File: src/rtl/simple_div_256by128_pkg.sv
// Shared definitions for the 2W-by-W restoring divider: default width,
// FSM state encoding and iteration counter sizing.
package simple_div_256by128_pkg;

  localparam int DEFAULT_W = 128;
  localparam int CNT_W     = $clog2(DEFAULT_W);

  typedef enum logic [1:0] {
    IDLE = 2'd0,
    RUN  = 2'd1,
    DONE = 2'd2
  } state_t;

  // Iteration counter width for a given operand width W (holds W-1 down to 0).
  function automatic int cnt_width(input int w);
    return $clog2(w);
  endfunction

endpackage

File: src/rtl/simple_div_256by128_step.sv
// One restoring-division step: shift the next dividend bit into the partial
// remainder and subtract the divisor when it fits.
module simple_div_step
  import simple_div_256by128_pkg::*;
#(
  parameter int W = DEFAULT_W
) (
  input  logic [W-1:0] rem,
  input  logic         q_msb,
  input  logic [W-1:0] divisor,
  output logic [W-1:0] rem_next,
  output logic         q_bit
);

  logic [W:0] t;
  logic [W:0] diff;

  // t is W+1 bits wide so the shifted-out remainder MSB is not lost.
  always_comb begin
    t        = {rem, q_msb};
    diff     = t - {1'b0, divisor};
    q_bit    = (t >= {1'b0, divisor});
    rem_next = q_bit ? diff[W-1:0] : t[W-1:0];
  end

endmodule

File: src/rtl/simple_div_256by128.sv
// Unsigned 2W-by-W restoring divider with valid/ready handshakes, W cycles per
// division. Define SIMPLE_DIV_OVF_CHECK_EN to flag quotient overflow up front.
module simple_div_256by128
  import simple_div_256by128_pkg::*;
#(
  parameter int W = DEFAULT_W
) (
  input  logic           clk,
  input  logic           rst,
  input  logic           in_valid,
  output logic           in_ready,
  input  logic [2*W-1:0] dividend,
  input  logic [W-1:0]   divisor,
  output logic           out_valid,
  input  logic           out_ready,
  output logic [W-1:0]   quotient,
  output logic [W-1:0]   remainder,
  output logic           div_by_zero,
  output logic           overflow
);

  localparam int CW = cnt_width(W);

  state_t         state, state_next;
  logic [CW-1:0]  cnt;
  logic [W-1:0]   rem_q, quo_q, div_q;
  logic           dbz_q, ovf_q;
  logic [W-1:0]   rem_next;
  logic           q_bit;
  logic           ovf_hit;

`ifdef SIMPLE_DIV_OVF_CHECK_EN
  assign ovf_hit = (dividend[2*W-1:W] >= divisor);
`else
  assign ovf_hit = 1'b0;
`endif

  simple_div_step #(.W(W)) u_step (
    .rem      (rem_q),
    .q_msb    (quo_q[W-1]),
    .divisor  (div_q),
    .rem_next (rem_next),
    .q_bit    (q_bit)
  );

  always_comb begin
    state_next = state;
    in_ready   = 1'b0;
    out_valid  = 1'b0;
    case (state)
      IDLE: begin
        in_ready = 1'b1;
        if (in_valid) begin
          state_next = ((divisor == '0) || ovf_hit) ? DONE : RUN;
        end
      end
      RUN: begin
        if (cnt == '0) state_next = DONE;
      end
      DONE: begin
        out_valid = 1'b1;
        if (out_ready) state_next = IDLE;
      end
      default: state_next = IDLE;
    endcase
  end

  // Quotient and remainder outputs are the working registers themselves; they
  // only settle at the final RUN step and are frozen throughout DONE.
  always_ff @(posedge clk or posedge rst) begin
    if (rst) begin
      state <= IDLE;
      cnt   <= '0;
      rem_q <= '0;
      quo_q <= '0;
      div_q <= '0;
      dbz_q <= 1'b0;
      ovf_q <= 1'b0;
    end else begin
      state <= state_next;
      case (state)
        IDLE: begin
          if (in_valid) begin
            div_q <= divisor;
            dbz_q <= 1'b0;
            ovf_q <= 1'b0;
            if (divisor == '0) begin
              quo_q <= '1;
              rem_q <= dividend[W-1:0];
              dbz_q <= 1'b1;
            end else if (ovf_hit) begin
              quo_q <= '1;
              rem_q <= '0;
              ovf_q <= 1'b1;
            end else begin
              rem_q <= dividend[2*W-1:W];
              quo_q <= dividend[W-1:0];
              cnt   <= CW'(W-1);
            end
          end
        end
        RUN: begin
          rem_q <= rem_next;
          quo_q <= {quo_q[W-2:0], q_bit};
          if (cnt != '0) cnt <= cnt - CW'(1);
        end
        default: ;
      endcase
    end
  end

  assign quotient    = quo_q;
  assign remainder   = rem_q;
  assign div_by_zero = dbz_q;
  assign overflow    = ovf_q;

endmodule

File: config.mk
export PLATFORM = sky130hd
export DESIGN_NAME = simple_div_256by128
export DESIGN_NICKNAME = d
export VERILOG_FILES = /design/src/rtl/simple_div_256by128_pkg.sv /design/src/rtl/simple_div_256by128_step.sv /design/src/rtl/simple_div_256by128.sv
export SDC_FILE = /design/constraint.sdc
export NUM_CORES = 2
export LEC_CHECK = 0
export CAP_MARGIN = 0
export CORE_MARGIN = 5
export CORE_UTILIZATION = 47
export DETAILED_ROUTE_END_ITERATION = 7
export PLACE_DENSITY = 0.79
export SLEW_MARGIN = 5
export SYNTH_ARGS = -nofsm -noshare
export SYNTH_HDL_FRONTEND = slang
export SYNTH_SLANG_ARGS = --single-unit
export TNS_END_PERCENT = 100
File: constraint.sdc
create_clock -name clk -period 13.15 [get_ports clk]
set_input_delay 2.63 -clock clk [delete_from_list [all_inputs] [get_ports clk]]
set_output_delay 2.63 -clock clk [all_outputs]
set_load 0.01 [all_outputs]
==> metrics.cfg <==
[run_status]
outcome = finished, final reports clean

[setup_path]
crit_fanout = 152
crit_arrival_ns = 7.77
rr_startpoint = remainder[11]$_DFFE_PP0P_
criticalPathCategory = input pin to register
end_kind = register
cp-start-kind = input pin
crit_required_ns = 13.64
startpoint = divisor[71]

[grt]
grt_pass1_vias = 29000
busiest_layer = met2
grt-ovfl-total = 0
met2_usage_pct = 53.3
grt_util_met1_pct = 46.3
grt_max_degree = 202
grt_pass1_wl_um = 176000
antenna_found_initial = 10
met3_usage_pct = 8.06
grtUsageTotal_pct = 33.5

[detailed_routing]
drtIter0Drc = 3590
routed_wl_um = 117000
wl_per_cell_um = 23.7
drtPass1Iterations = 6
drc = 0
drtAntennaViolNets = 0
via_per_inst = 6.21
vias = 30700

[layout]
multi_input_area_sq_mm = 0.0170
finalInstanceArea_sq_mm = 0.0368
fillers = 5327
regArea_sq_mm = 0.00986
area_delta_synth_final_pct = 28.5
drive_above_1_share_pct = 4.81
final_nets = 4637

[placement]
hpwl_um = 89800
post_dp_cell_area_sq_mm = 0.0352
numPortBuffers = 646
routabilityCongestion = 0.983

[cts]
cts_max_level = 2
clock-root-buffer = clkbuf_16
clock-sinks = 394
worstSkewPairLatency_ns = 0.60
cts_tree = done
holdBufCountCts = 0
numCtsBuffers = 47
ctsResizeCount = 0
cts_buffer_depth = 3
clk_pin_slew_ns = 0.06
postCtsSetupRepairBufs = 0

[worst_hold_path]
hp-class = register to register
min_from = div_q[0]$_DFFE_PP0P_

[sta]
slew_headroom_pct = 9.28
finalClockSkew_ns = 0.0329
rsz0062_at_grt = no
final-hold-violation-count = 0
fin_crit_sh_pct = 55.4
finalSetupViolCount = 0
tns_ns = 0
fmax_ghz = 0.137
whs_ns = 0.479
tightestPinTransition_ns = 1.35
fin_crit_ns = 7.29
maxSlewViolCount = 0

[power_and_ir_drop]
power.density_mw_per_mm2 = 311
fin_total_pwr_uw = 11400
ir_worst_vdd_mv = 0.135
cellLeakagePower_uw = 0.0147

[floorplan]
dieArea_sq_mm = 0.0660
rows = 90
fp.dieH_um = 257
die_x_um = 257
io_pins = 648
initial_core_util_pct = 47.5
core_sq_mm = 0.0604

[logic_synthesis]
synth_area_leaders = dfrtp_1 34%, nand2_1 9.6%, ha_1 5.7%, o21ai_0 4.6%, a21oi_1 4.2%
yosysMostFrequentCell = nand2_1
netlist_instances = 3674
synth.top_cell.area_share_pct = 34.4
synth_top_area_cell = dfrtp_1
synth_edf_count = 0
synth-main-ff-cell = dfrtp_1
ys_seq_elements = 394
ys_seq_area_share_pct = 34.4
yosys_warnings = 0
syn_avg_cell_area_sq_um = 7.80
synth_async_sr_flop_share_pct = 100
synth.net_count = 4193
ys_top_cells_by_count = 736 x nand2_1, 394 x dfrtp_1, 261 x o21ai_0, 242 x a21oi_1, 230 x nor3_1
synth_cell_types = 78
syn_area_sq_mm = 0.0287

[flow_run]
drv_cap = 0

worst paths after layout:
path / to / slack, ns / cells past startpoint
min in group asynchronous: quotient[30]$_DFFE_PP0P_ / 2.64 / 3
setup / recovery: remainder[89]$_DFFE_PP0P_ / 5.86 / 10
setup reg to reg: remainder[125]$_DFFE_PP0P_ / 7.32 / 13
hold reg to reg: div_q[0]$_DFFE_PP0P_ / 0.48 / 2
hold / removal: div_q[0]$_DFFE_PP0P_ / 0.48 / 2
max in group asynchronous: quotient[87]$_DFFE_PP0P_ / 8.27 / 5
state kept, by name (all words and copies together), names as in the netlist:
| register | cells |
|---|---|
| cnt | 7 |
| div_by_zero | 1 |
| div_q | 128 |
| quotient | 128 |
| remainder | 128 |
| state | 2 |
worst max-delay path, cell delays in order:
cell	delay (ns)
clkdlybuf4s50_1	0.55
nor4_1	1.07
nand4_1	0.40
nor4_1	0.97
and2_4	0.60
buf_12	0.39
nand2_1	0.16
nand3_1	0.14
o31ai_1	0.08
a221oi_1	0.22
per-layer routing:
layer | part of all wire [%] | vias up
li1 | - | 14100
met1 | 42 | 14700
met2 | 46 | 1578
met3 | 9.8 | 227
met4 | 2.8 | 4
met5 | 0.023 | -
per-stage QoR:
| stage | std cells | setup WS [ns] | utilization [%] |
|---|---|---|---|
| 6_report | 4943 | 5.86 | 61.0 |
| 5_1_grt | 4941 | 5.98 | 61.0 |
| 4_1_cts | 4936 | 6.11 | 61.0 |
| 3_5_place_dp | 4851 | 5.50 | 58.3 |
| 3_3_place_gp | 4851 | 5.47 | 58.3 |
| 2_1_floorplan | 3674 | 5.22 | - |
cell usage in the layout (no fill, tap or decap), types with 14 or more instances in the layout:
| master | count |
|---|---|
| nand3_1 | 80 |
| o21ai_0 | 261 |
| nand4_1 | 83 |
| o311a_1 | 22 |
| a221oi_1 | 27 |
| inv_1 | 170 |
| dfrtp_1 | 394 |
| nor4_1 | 51 |
| a31oi_1 | 155 |
| buf_4 | 23 |
| nand2_1 | 734 |
| a311oi_1 | 14 |
| xor2_1 | 55 |
| o21bai_1 | 42 |
| o21a_1 | 19 |
| a21o_1 | 50 |
| a211oi_1 | 19 |
| mux2i_1 | 86 |
| clkbuf_16 | 47 |
| nor2_1 | 150 |
| o21ai_1 | 51 |
| clkdlybuf4s50_1 | 646 |
| ha_1 | 130 |
| a221oi_2 | 49 |
| o211ai_1 | 43 |
| nor3_1 | 230 |
| a21oi_1 | 242 |
| xnor2_1 | 59 |
cell type report:
cell class | instances | share of cell area [%]
flip-flops and latches | 394 | 26.8
inverters | 171 | 1.75
repair buffers | 672 | 18.2
well taps | 782 | 2.66
diodes | 7 | 0.0476
multi-input cells | 2832 | 46.3
clock inverters | 22 | 0.703
clock buffers | 63 | 3.60
where the power goes:
group / switching, uW / internal (uW)
clock: 563 / 807
sequential: 583 / 1820
combinational: 4430 / 3240
total: 5580 / 5870
kinds of logic after synthesis:
family / Yosys count / share of synthesized area (%)
multiplexers: 86 / 3.00
XOR/XNOR: 114 / 3.48
flip-flops: 394 / 34.4
adder cells (fa/ha/maj): 131 / 5.75
AND/OR/NAND/NOR: 1411 / 21.9
AO/OA/AOI/OAI: 1089 / 25.2
buffers and inverters: 448 / 6.30
other: 1 / 0.0131
Note: power is estimated with default switching activity, not from simulation.
